===== src/rtl/tlb.sv =====
// Fully associative joint TLB sitting next to CP0.
// Two combinational search ports (s0 fetch, s1 data/TLBP), one combinational
// read port (TLBR) and one clocked write port (TLBWI).
// Optional feature macro: TLB_RANDOM_EN adds a free-running Random counter,
// the tlbwr input and the random_index output so TLBWR can target it.
module tlb #(
    parameter int TLBNUM = 16,
    parameter int IDXW   = $clog2(TLBNUM)
) (
    input  logic            clk,
    input  logic            resetn,
    // search port 0: instruction fetch
    input  logic [18:0]     s0_vpn2,
    input  logic            s0_odd_page,
    input  logic [7:0]      s0_asid,
    output logic            s0_found,
    output logic [IDXW-1:0] s0_index,
    output logic [19:0]     s0_pfn,
    output logic [2:0]      s0_c,
    output logic            s0_d,
    output logic            s0_v,
    // search port 1: data access and TLBP
    input  logic [18:0]     s1_vpn2,
    input  logic            s1_odd_page,
    input  logic [7:0]      s1_asid,
    output logic            s1_found,
    output logic [IDXW-1:0] s1_index,
    output logic [19:0]     s1_pfn,
    output logic [2:0]      s1_c,
    output logic            s1_d,
    output logic            s1_v,
    // write port: TLBWI (and TLBWR when the Random counter is present)
    input  logic            we,
    input  logic [IDXW-1:0] w_index,
    input  logic [18:0]     w_vpn2,
    input  logic [7:0]      w_asid,
    input  logic            w_g,
    input  logic [19:0]     w_pfn0,
    input  logic [2:0]      w_c0,
    input  logic            w_d0,
    input  logic            w_v0,
    input  logic [19:0]     w_pfn1,
    input  logic [2:0]      w_c1,
    input  logic            w_d1,
    input  logic            w_v1,
`ifdef TLB_RANDOM_EN
    input  logic            tlbwr,
    output logic [IDXW-1:0] random_index,
`endif
    // read port: TLBR
    input  logic [IDXW-1:0] r_index,
    output logic [18:0]     r_vpn2,
    output logic [7:0]      r_asid,
    output logic            r_g,
    output logic [19:0]     r_pfn0,
    output logic [2:0]      r_c0,
    output logic            r_d0,
    output logic            r_v0,
    output logic [19:0]     r_pfn1,
    output logic [2:0]      r_c1,
    output logic            r_d1,
    output logic            r_v1
);

    typedef struct packed {
        logic [18:0] vpn2;
        logic [7:0]  asid;
        logic        g;
        logic [19:0] pfn0;
        logic [2:0]  c0;
        logic        d0;
        logic        v0;
        logic [19:0] pfn1;
        logic [2:0]  c1;
        logic        d1;
        logic        v1;
    } entry_t;

    typedef struct packed {
        logic            found;
        logic [IDXW-1:0] index;
        logic [19:0]     pfn;
        logic [2:0]      c;
        logic            d;
        logic            v;
    } hit_t;

    entry_t          entry_q [TLBNUM];
    entry_t          entry_d [TLBNUM];
    entry_t          w_entry;
    entry_t          r_entry;
    logic [IDXW-1:0] wr_idx;

    logic [18:0]     srch_vpn2 [2];
    logic            srch_odd  [2];
    logic [7:0]      srch_asid [2];
    hit_t            hit       [2];

    assign w_entry = '{vpn2: w_vpn2, asid: w_asid, g: w_g,
                       pfn0: w_pfn0, c0: w_c0, d0: w_d0, v0: w_v0,
                       pfn1: w_pfn1, c1: w_c1, d1: w_d1, v1: w_v1};

`ifdef TLB_RANDOM_EN
    logic [IDXW-1:0] rand_q;
    logic [IDXW-1:0] rand_d;

    // Random counts down every cycle, wrapping from 0 back to the top entry
    always_comb begin
        rand_d = (rand_q == '0) ? IDXW'(TLBNUM - 1) : rand_q - IDXW'(1);
    end

    // Random register; keeps running through writes
    always_ff @(posedge clk or negedge resetn) begin
        if (!resetn) rand_q <= IDXW'(TLBNUM - 1);
        else         rand_q <= rand_d;
    end

    assign random_index = rand_q;
    assign wr_idx       = tlbwr ? rand_q : w_index;
`else
    assign wr_idx = w_index;
`endif

    // Next entry contents: only the addressed entry changes; an index past
    // the last entry matches nothing, so such a write is dropped
    always_comb begin
        for (int i = 0; i < TLBNUM; i++) begin
            entry_d[i] = entry_q[i];
            if (we && (int'(wr_idx) == i)) entry_d[i] = w_entry;
        end
    end

    // Entry storage; reset clears every field and overrides a pending write
    always_ff @(posedge clk or negedge resetn) begin
        if (!resetn) begin
            for (int i = 0; i < TLBNUM; i++) entry_q[i] <= '0;
        end else begin
            for (int i = 0; i < TLBNUM; i++) entry_q[i] <= entry_d[i];
        end
    end

    assign srch_vpn2[0] = s0_vpn2;
    assign srch_odd[0]  = s0_odd_page;
    assign srch_asid[0] = s0_asid;
    assign srch_vpn2[1] = s1_vpn2;
    assign srch_odd[1]  = s1_odd_page;
    assign srch_asid[1] = s1_asid;

    // Associative search; scanning from the top down lets the lowest
    // matching index overwrite any higher one. V does not gate the match.
    always_comb begin
        for (int p = 0; p < 2; p++) begin
            hit[p] = '0;
            for (int i = TLBNUM - 1; i >= 0; i--) begin
                if ((entry_q[i].vpn2 == srch_vpn2[p]) &&
                    (entry_q[i].g || (entry_q[i].asid == srch_asid[p]))) begin
                    hit[p].found = 1'b1;
                    hit[p].index = IDXW'(i);
                    hit[p].pfn   = srch_odd[p] ? entry_q[i].pfn1 : entry_q[i].pfn0;
                    hit[p].c     = srch_odd[p] ? entry_q[i].c1   : entry_q[i].c0;
                    hit[p].d     = srch_odd[p] ? entry_q[i].d1   : entry_q[i].d0;
                    hit[p].v     = srch_odd[p] ? entry_q[i].v1   : entry_q[i].v0;
                end
            end
        end
    end

    // Read port; an index past the last entry reads as all zeros
    always_comb begin
        r_entry = '0;
        if (int'(r_index) < TLBNUM) r_entry = entry_q[r_index];
    end

    assign s0_found = hit[0].found;
    assign s0_index = hit[0].index;
    assign s0_pfn   = hit[0].pfn;
    assign s0_c     = hit[0].c;
    assign s0_d     = hit[0].d;
    assign s0_v     = hit[0].v;

    assign s1_found = hit[1].found;
    assign s1_index = hit[1].index;
    assign s1_pfn   = hit[1].pfn;
    assign s1_c     = hit[1].c;
    assign s1_d     = hit[1].d;
    assign s1_v     = hit[1].v;

    assign r_vpn2 = r_entry.vpn2;
    assign r_asid = r_entry.asid;
    assign r_g    = r_entry.g;
    assign r_pfn0 = r_entry.pfn0;
    assign r_c0   = r_entry.c0;
    assign r_d0   = r_entry.d0;
    assign r_v0   = r_entry.v0;
    assign r_pfn1 = r_entry.pfn1;
    assign r_c1   = r_entry.c1;
    assign r_d1   = r_entry.d1;
    assign r_v1   = r_entry.v1;

endmodule


===== config.mk =====
export PLATFORM = sky130hd
export DESIGN_NAME = tlb
export DESIGN_NICKNAME = d
export VERILOG_FILES = /design/src/rtl/tlb.sv
export SDC_FILE = /design/constraint.sdc
export NUM_CORES = 2
export LEC_CHECK = 0
export ABC_AREA = 0
export BUFFER_PORTS_ARGS = -buffer_cell sky130_fd_sc_hd__buf_2
export CAP_MARGIN = 20
export CORE_MARGIN = 2
export CORE_UTILIZATION = 40
export DETAILED_ROUTE_END_ITERATION = 16
export GPL_TIMING_DRIVEN = 1
export REMOVE_ABC_BUFFERS = 1
export SETUP_SLACK_MARGIN = 0.5
export SKIP_LAST_GASP = 1
export SYNTH_ARGS = -nofsm -noshare
export SYNTH_HDL_FRONTEND = slang
export SYNTH_SLANG_ARGS = --single-unit

===== constraint.sdc =====
create_clock -name clk -period 3.9 [get_ports clk]
set_input_delay 0.195 -clock clk [delete_from_list [all_inputs] [get_ports clk]]
set_output_delay 0.195 -clock clk [all_outputs]
set_load 0.03 [all_outputs]

==> impl_metrics.yaml <==
run_status:
  outcome: "complete, but fails checks"
  failed_checks: "hold timing, setup timing"
die:
  initial_core_util: 0.4012
  die-height_um: 456.3
  ios: 283
  die_w_um: 456.3
  placementRows: 166
  die-area_um2: 208200
  coreArea_um2: 204000
layout:
  largest_register: "entry_q"
  drive_gt1_frac: 0.4912
  fin_cells: 10010
  syn_to_final_growth_pct: 22.42
  postLayoutCoreUtil: 0.4912
  final_nets: 7348
  largest_reg_flops: 1248
  fin_area_um2: 100200
  fill_cells: 17940
  top_regs: "entry_q: 1248 flops"
setup_path:
  cp_max_fo: 6
  critPathLaunchType: "register"
  cp.required_ns: 3.70
  r2r-start: "entry_q[146]$_DFFE_PN0P_"
  rr_worst_depth: 3
  crit_slowest_cell: "dfrtp_1"
  rrSetupSlack_ns: 2.83
  crit_arrival_ns: 4.28
  r2r-end: "entry_q[146]$_DFFE_PN0P_"
  crit_type: "register to primary output"
  end_kind: "primary output"
  crit_chain: "xor2_1 > nor4_1 > buf_4 > nand4_1 > buf_4 > nor3_4 > buf_6 > or2b_4 > buf_12 > buf_12 > buf_6 > o21ai_4 > a2111oi_2 > buf_4 > o21ai_4 > a22o_1 > buf_6"
  slowest_delay_ns: 0.50
sta:
  setup_viol: 58
  layout_min_cycle_time_ns: 4.477
  postLayoutSetupSlackWorst_ns: -0.5765
  hold_violations: 1
  setup_tns_ns: -23.73
  clock_skew_ns: 0
  rsz0062_at_grt: "yes"
  worstMarginPinSlew_ns: 1.193
  finalCritPeriodShare: 1.148
  finalMaxSlewViolations: 0
  holdWs_ns: -0.005511
  slew_headroom: 0.2031
  fmax_mhz: 223.4
grt:
  grt_pass1_wl_mm: 502.3
  grt_pass1_vias: 64920
  grt_max_degree: 107
  top_usage_layer: "met2"
  antenna_found_initial: 16
  grtUsageMet1: 0.4386
  grt_use_met2: 0.5258
  gr-total-overflow: 0
  use_met3: 0.06354
  grt_use_total: 0.3351
clock_tree:
  clockBufferDepth: 3
  cts_tree: "done"
  cts_buffers: 151
  clk_pin_slew_ns: 0.06
  clock_latency_ns: 0.81
  cts.sinks: 1248
  htree_num_levels: 4
  clockRootBuffer: "clkbuf_16"
synthesis:
  synth.avg_cell_area_um2: 12.33
  yosysTopAreaCellShare: 0.3817
  yosys-top-cells-count: "mux2_2, dfrtp_1, xor2_1"
  syn_area_um2: 81830
  synth_seq_area_share: 0.3817
  yosys_warnings: 0
  postSynthCellCount: 6636
  async_reset_ff_frac: 1.000
  synth_ff_type: "dfrtp_1"
  synth.area.top_cells: "dfrtp_1, mux2_2, mux4_2, xor2_1, mux2i_1"
  synth.largest_area_cell: "dfrtp_1"
  synth_edf_count: 0
  synthDistinctLibCells: 62
  yosysMostFrequentCell: "mux2_2"
  ys_ff_latch: 1248
power:
  p_per_area_nw_per_um2: 495.7
  leakage_uw: 0.04209
  max-vdd-ir-drop_v: 0.0004996
drt:
  final_antenna_net_count: 0
  drtIter0Drc: 7204
  via_per_inst: 6.460
  wl_mm: 357.5
  routedWlPerCell_um: 35.70
  num_vias: 64690
  drt_first_pass_iters: 6
  drc: 0
place:
  gp_congestion: 1.040
  dp_slack_ns: -0.5018
  post_dp_cell_area_um2: 90800
  dp_hpwl_mm: 248.8
  dp.cells: 9583
  io_buffers: 282
run:
  drv_cap: 0
min_path:
  worstHoldPathType: "primary input to async pin"
-- timing repair --
| action | in CTS | in global routing |
|---|---|---|
| setup buffers | 25 | 42 |
| gates cloned | 7 | 2 |
| pin swaps | 90 | 149 |
| endpoints found under the setup margin | 60 | 60 |
| hold endpoints to repair | 1441 | 0 |
| hold buffers | 79 | 0 |
| gates resized for setup | 344 | 251 |
-- routing by layer --
metal,vias to the layer above,part of all wire
met5,-,0.00017
met4,8,0.065
met3,963,0.080
met2,3536,0.46
met1,34020,0.40
li1,26170,-
-- where the power goes --
part           total [uW]  internal, uW  switching [uW]
combinational       14500          7430            7110
clock               14800          8830            6010
sequential          20300         16000            4280
-- logic make-up (layout without fill, tap and decap cells) --
logic type / count (synthesis) / in the layout / synth area share
compound gates: 830 / 830 / 0.07228
other cells: 0 / 11 / 0
buf+inv: 684 / 1363 / 0.03642
simple gates: 622 / 622 / 0.04102
xor+xnor: 864 / 864 / 0.09248
flops: 1248 / 1248 / 0.3817
mux: 2388 / 2388 / 0.3761
-- metrics by stage --
stage               hold slack [ns]  total power (uW)
floorplan                   -0.1006             27410
global placement             0.2638             33890
detailed placement           0.2738             34150
CTS                         0.01007             49340
global route                0.04054             51370
finish                    -0.005511             49650
-- placed cells by master (no fill, tap or decap), types with 56 or more instances in the layout --
master / instances
a211oi_1: 82
a21oi_1: 123
a221oi_1: 58
buf_12: 176
buf_2: 228
buf_4: 500
buf_6: 56
clkbuf_16: 156
dfrtp_1: 1208
dlygate4sd3_1: 79
mux2_2: 1596
mux2i_1: 402
mux4_2: 390
nand2_1: 57
nand3_1: 57
nor2_1: 114
nor4_1: 122
o21ai_0: 90
xnor2_1: 196
xor2_1: 641
-- layout make-up --
cell class,instances,area (um^2),share of cell area
antenna,11,27.53,0.0002748
clock buffer,214,4349,0.04342
clock inverter,51,779.5,0.007781
inverter,35,138.9,0.001386
multi-input combinational,4704,49920,0.4983
sequential,1248,31280,0.3123
tap,2688,3363,0.03357
timing repair buffer,1063,10320,0.1030
-- worst max-delay path: cells and delay by family, from the launching register on --
| kind | cells | cell delay, ns |
|---|---|---|
| compound gates | 4 | 0.60 |
| xor+xnor | 1 | 0.25 |
| buf+inv | 8 | 1.21 |
| flops | 1 | 0.50 |
| simple gates | 4 | 0.91 |
-- worst max-delay path by stage --
stage	from	cells after the start	end	slack, ns
6_report	entry_q[59]$_DFFE_PN0P_	17	s1_pfn[7]	-0.58
5_1_grt	entry_q[148]$_DFFE_PN0P_	16	s1_pfn[6]	-0.58
4_1_cts	entry_q[74]$_DFFE_PN0P_	14	s0_pfn[10]	-0.51
3_5_place_dp	entry_q[64]$_DFFE_PN0P_	15	s1_index[0]	-0.50
3_3_place_gp	entry_q[64]$_DFFE_PN0P_	15	s1_c[0]	-0.66
2_1_floorplan	entry_q[1228]$_DFFE_PN0P_	8	s1_c[0]	-1.64
No activity file was read; power rests on OpenSTA's default activity.
